--- src/rtl/riscv_fetch_ctrl.sv ---
// ---------------------------------------------------------------------------
// riscv_fetch_ctrl
//
// Fetch sequencer. Owns the program counter, issues one instruction-memory
// request at a time, tolerates a wait-stated memory, drops responses that a
// redirect has made stale, and holds each fetched instruction until decode
// accepts it.
//
// Ports:
//   clk, x_reset         clock, asynchronous active-low reset
//   redirect_valid       execute requests a PC change this cycle
//   redirect_sel         redirect source (pc_sel_e)
//   alu_out              JALR target
//   br_target, br_flag   branch target and taken flag
//   mtvec_addr           trap vector for ECALL
//   imem_req/imem_addr   request to instruction memory (addr stable until ack)
//   imem_ack/imem_rdata  single-cycle completion with instruction data
//   inst_valid/inst_out/inst_pc/inst_ready  held instruction to decode
//   discard_count        saturating count of discarded responses
// ---------------------------------------------------------------------------
package riscv_fetch_pkg;
  typedef enum logic [1:0] {
    PC_PLUS4        = 2'd0,
    PC_ALU          = 2'd1,
    PC_B_TARGET     = 2'd2,
    PC_ECALL_TARGET = 2'd3
  } pc_sel_e;
endpackage

module riscv_fetch_ctrl
  import riscv_fetch_pkg::*;
#(
  parameter int unsigned                WORD_LENGTH  = 32,
  parameter logic [WORD_LENGTH-1:0]     PC_OFFSET    = 4,
  parameter logic [WORD_LENGTH-1:0]     RESET_VECTOR = '0,
  parameter int unsigned                CNT_WIDTH    = 16
) (
  input  logic                   clk,
  input  logic                   x_reset,
  input  logic                   redirect_valid,
  input  pc_sel_e                redirect_sel,
  input  logic [WORD_LENGTH-1:0] alu_out,
  input  logic [WORD_LENGTH-1:0] br_target,
  input  logic                   br_flag,
  input  logic [WORD_LENGTH-1:0] mtvec_addr,
  output logic                   imem_req,
  output logic [WORD_LENGTH-1:0] imem_addr,
  input  logic                   imem_ack,
  input  logic [WORD_LENGTH-1:0] imem_rdata,
  output logic                   inst_valid,
  output logic [WORD_LENGTH-1:0] inst_out,
  output logic [WORD_LENGTH-1:0] inst_pc,
  input  logic                   inst_ready,
  output logic [CNT_WIDTH-1:0]   discard_count
);

  typedef enum logic [1:0] {IDLE, REQ, DRAIN, HOLD} state_e;

  state_e                 state, state_d;
  logic [WORD_LENGTH-1:0] fetch_pc, fetch_pc_d;
  logic [WORD_LENGTH-1:0] req_addr, req_addr_d;
  logic                   take;
  logic [WORD_LENGTH-1:0] target;
  logic                   capture;
  logic                   discard;

  // Redirect decode. A not-taken branch or any non-redirect select is no take.
  // NOTE: every signal written here gets a default first; a path that leaves
  // one unassigned would infer a latch.
  always_comb begin
    take   = 1'b0;
    target = '0;
    case (redirect_sel)
      PC_ALU:          begin take = redirect_valid;           target = alu_out;    end
      PC_B_TARGET:     begin take = redirect_valid && br_flag; target = br_target;  end
      PC_ECALL_TARGET: begin take = redirect_valid;           target = mtvec_addr; end
      default:         ;
    endcase
  end

  // Next-state and datapath-update decode.
  always_comb begin
    state_d    = state;
    fetch_pc_d = fetch_pc;
    req_addr_d = req_addr;
    capture    = 1'b0;
    discard    = 1'b0;
    case (state)
      IDLE: begin
        state_d    = REQ;
        req_addr_d = take ? target : fetch_pc;
        if (take) fetch_pc_d = target;
      end
      REQ: begin
        if (imem_ack && take) begin
          // Response belongs to the old path; restart at the target at once.
          discard    = 1'b1;
          fetch_pc_d = target;
          req_addr_d = target;
        end else if (imem_ack) begin
          capture    = 1'b1;
          fetch_pc_d = req_addr + PC_OFFSET;
          state_d    = HOLD;
        end else if (take) begin
          // The outstanding request cannot be withdrawn; wait out its ack.
          fetch_pc_d = target;
          state_d    = DRAIN;
        end
      end
      DRAIN: begin
        if (take) fetch_pc_d = target;
        if (imem_ack) begin
          discard    = 1'b1;
          req_addr_d = take ? target : fetch_pc;
          state_d    = REQ;
        end
      end
      HOLD: begin
        // A take flushes decode, so it wins over a same-cycle inst_ready.
        if (take) begin
          fetch_pc_d = target;
          req_addr_d = target;
          state_d    = REQ;
        end else if (inst_ready) begin
          req_addr_d = fetch_pc;
          state_d    = REQ;
        end
      end
      default: state_d = IDLE;
    endcase
  end

  // NOTE: sequential state uses non-blocking assignments so every register
  // samples pre-edge values regardless of statement order.
  always_ff @(posedge clk or negedge x_reset) begin
    if (!x_reset) begin
      state         <= IDLE;
      fetch_pc      <= RESET_VECTOR;
      req_addr      <= RESET_VECTOR;
      inst_pc       <= RESET_VECTOR;
      inst_out      <= '0;
      discard_count <= '0;
    end else begin
      state    <= state_d;
      fetch_pc <= fetch_pc_d;
      req_addr <= req_addr_d;
      if (capture) begin
        inst_out <= imem_rdata;
        inst_pc  <= req_addr;
      end
      if (discard && (discard_count != '1)) discard_count <= discard_count + 1'b1;
    end
  end

  // Interface outputs decode straight from registers.
  assign imem_req   = (state == REQ) || (state == DRAIN);
  assign imem_addr  = req_addr;
  assign inst_valid = (state == HOLD);

endmodule
--- config.mk ---
export PLATFORM = sky130hd
export DESIGN_NAME = riscv_fetch_ctrl
export DESIGN_NICKNAME = d
export VERILOG_FILES = /design/src/rtl/riscv_fetch_ctrl.sv
export SDC_FILE = /design/constraint.sdc
export NUM_CORES = 1
export LEC_CHECK = 0
export ABC_CLOCK_PERIOD_IN_PS = 2700
export BUFFER_PORTS_ARGS = -buffer_cell sky130_fd_sc_hd__buf_2
export CAP_MARGIN = 20
export CORE_ASPECT_RATIO = 1.2
export CORE_MARGIN = 4
export CORE_UTILIZATION = 51
export DETAILED_ROUTE_END_ITERATION = 8
export GPL_TIMING_DRIVEN = 1
export PLACE_DENSITY_LB_ADDON = 0.05
export SKIP_LAST_GASP = 1
export SYNTH_ARGS = -nofsm -noshare
export SYNTH_HDL_FRONTEND = slang
export SYNTH_SLANG_ARGS = --single-unit
export TNS_END_PERCENT = 5
--- constraint.sdc ---
create_clock -name clk -period 2.7 [get_ports clk]
set_input_delay 0.27 -clock clk [delete_from_list [all_inputs] [get_ports clk]]
set_output_delay 0.27 -clock clk [all_outputs]
set_load 0.005 [all_outputs]
==> results.md <==
- Run status: finished clean
- Gr busiest metal: met2
- Final setup violation count: 0
- M3 GR Usage: 5.22%
- DRT Pass-1 Iters: 7
- Die area: 16900 um^2
- CP cell instances: ha_1 -> and4_1 -> nand3_1 -> nor4_1 -> xnor2_1 -> o21ai_0
- Slowest CP cell: dfrtp_1
- WP buf/inv: 0
- Worst Hold Class: input pin to flip-flop
- Post-DR wirelength/cell: 16.2 um
- Peak supply drop: 0.000609 V
- Port Buffer Count: 249
- Post-CTS Setup Bufs: 0
- P&R area growth vs syn: 28.5%
- Register area: 3650 um^2
- Gpl congestion: 0.799
- Max-cap violations: 0
- Total power: 0.00999 W
- Cells after Synth: 872
- RSZ-0062 raised after global routing: no
- Placed instance area: 9150 um^2
- GR Util All Layers: 26.0%
- Ys async rst share: 100%
- Synthesized area per cell: 8.73 um^2
- First-iteration detailed-routing DRC count: 480
- Final min period: 2190 ps
- Met2 usage: 43.8%
- Site Rows: 48
- Yosys warning total: 0
- DRC viols: 0
- Largest net degree at the start of global routing: 79
- Worst Tran Pin Value: 769 ps
- Mapped Area: 7610 um^2
- Crit. End Element: flip-flop
- Fill count: 1307
- Number of CTS-inserted buffers: 17
- Final Max Slew Viols: 0
- First-pass GRT wire length: 35.5 mm
- Syn_nets: 1013
- DRT Wirelength: 21.5 mm
- Fin cells: 1325
- Clock Tree Buf Depth: 2
- Area taken by multi-input logic gates: 3710 um^2
- IO Pins: 250
- Lkg Pwr: 4.97 nW
- Via Count: 7067
- Crit path launch type: flip-flop
- Most used DFF post-synth: dfrtp_1
- CTS H-Tree Depth: 4
- Peak per-stage delay on the critical path: 500 ps
- Clock transition at path regs: 60 ps
- Chip height: 142 um
- EDFF count, synth: 0
- Cell area after layout: 9780 um^2
- Pwr per Cell Area: 1020 nW/um^2
- Final Cycle Share: 81.1%
- Total core area: 14500 um^2
- Antenna viol nets, final: 0
- Top cell family by delay on the critical path: simple AND/OR/NAND/NOR gates
- Diode count: 0
- CTS tree: done
- Crit-path max FO: 7
- Worst clock skew: 5.64 ps
- Fin Setup TNS: 0 ps
- Post-detail-place hpwl: 15.3 mm
- Clock latency at the later pin of the worst-skew pair: 420 ps
- Clock Sink Count: 146
- Met1 usage: 33.6%
- Count of cell types in the netlist: 50
- Layout cells sized above 1: 30.0%
- #FFs+latches synth: 146
- Worst Path Required: 2980 ps
- Register area share after synthesis: 48.0%
- Chip width: 120 um
- Pre-CTS setup slack: 530 ps
- Worst endpoint data arrival time: 2470 ps
- Initial antenna violation count: 0
- Initial core utilization: 52.4%
- Nets: 1253
- Post-CTS Resized: 0
- Final worst slack: 509 ps
- Final Hold Viols: 0
- Vias in the first global route: 7063
- Slew HR: 48.8%
- Grt total ovfl: 0
- Root Buffer: clkbuf_16
- Max Freq: 456 MHz
- Kind of critical path: flip-flop to flip-flop
- Via density: 5.33
- Inst Count DP: 1292
==> registers in the layout, summed over array words and instances (netlist names) <==
register,cells
fetch_pc,32
state,2
inst_pc,32
inst_out,32
discard_count,16
imem_addr,32
==> worst paths after layout <==
path | startpoint | endpoint | slack (ps) | cells after the start
max | imem_addr[2]$_DFFE_PN0P_ | fetch_pc[28]$_DFF_PN0_ | 510 | 6
min | imem_rdata[5] | inst_out[5]$_DFFE_PN0P_ | 30 | 3
max reg2reg | imem_addr[2]$_DFFE_PN0P_ | fetch_pc[28]$_DFF_PN0_ | 510 | 6
min reg2reg | inst_out[5]$_DFFE_PN0P_ | inst_out[5]$_DFFE_PN0P_ | 470 | 2
max in group asynchronous | x_reset | inst_out[6]$_DFFE_PN0P_ | 1560 | 3
min in group asynchronous | x_reset | inst_pc[5]$_DFFE_PN0P_ | 460 | 2
==> final cells by class <==
class / instances / share of cell area [%]
clock buffers: 19 / 4.53
clock inverters: 13 / 1.79
inverters: 7 / 0.269
multi-input cells: 663 / 38.0
flip-flops and latches: 146 / 37.4
well taps: 200 / 2.56
repair buffers: 277 / 15.5
==> report_power, final <==
group	internal (W)	switching [W]
Sequential	0.00310	0.000778
Clock	0.00150	0.000966
Combinational	0.00166	0.00199
Total	0.00626	0.00374
==> timing repair <==
action,4_1_cts,5_1_grt
hold buffers,1,0
endpoints found under the hold margin,76,0
endpoints found under the setup margin,0,0
==> cells by family after synthesis <==
kind of cell	Yosys count	synth area share [%]
AOI/OAI and AO/OA	161	12.8
xor gates and xnor gates	40	4.60
adders and majority gates	5	0.822
buffers and inverters	63	3.57
DFF	146	48.0
muxes	57	7.88
and+or+nand+nor	400	22.3
==> worst reg2reg max path, cell delays in order (launching register included) <==
cell and delay (ps):
dfrtp_1 500, ha_1 260, and4_1 320, nand3_1 290
nor4_1 400, xnor2_1 180, o21ai_0 90
==> synth_stat cells, drive strengths merged, types with 6 or more instances <==
cell	instances	area share [%]
xor2	20	2.3
clkbuf	34	1.7
nand2	281	14
nor3	6	0.39
and3	8	0.66
inv	7	0.35
and2	10	0.82
nor2	39	1.9
o22ai	19	1.6
o21ai	66	4.3
nand3	24	1.6
mux2	20	3.0
buf	22	1.5
a22oi	22	2.2
dfrtp	146	48
xnor2	20	2.3
nor4	7	0.58
a21oi	25	1.6
mux2i	37	4.9
==> per-layer routing <==
| metal | wire, um | up-vias |
|---|---|---|
| met1 | 8980 | 3332 |
| met2 | 10800 | 242 |
| met5 | 0 | - |
| li1 | - | 3468 |
| met3 | 1400 | 25 |
| met4 | 331 | 0 |
==> layout by cell type, fill, tap and decap left out, drive strengths merged, types with 3 or more instances in the layout <==
master    synthesis  final
or2               3      3
nand3            24     24
nor3              6      6
a22oi            22     22
a21oi            25     25
buf              22    276
o21a              4      4
mux2i            37     37
nand4             5      5
xor2             20     20
bufinv            0      3
nor2             39     39
inv               7     12
clkbuf           34     19
a32oi             3      3
and4              5      5
dfrtp           146    146
a31oi             4      4
and2             10     10
xnor2            20     20
nor4              7      7
o21ai            66     66
nand2           281    281
mux2             20     20
o22ai            19     19
clkinvlp          0      4
nor2b             3      3
o2bb2ai           3      3
ha                5      5
and3              8      8
o32a              4      4
==> metrics by stage <==
step                      utilization [%]  hold WS (ps)
after floorplan                         -         -25.6
after global placement               63.0           377
after detailed placement             63.0           378
after CTS                            67.3          17.9
after global routing                 67.3          22.3
final                                67.3          33.3
No activity file was read; power rests on OpenSTA's default activity.
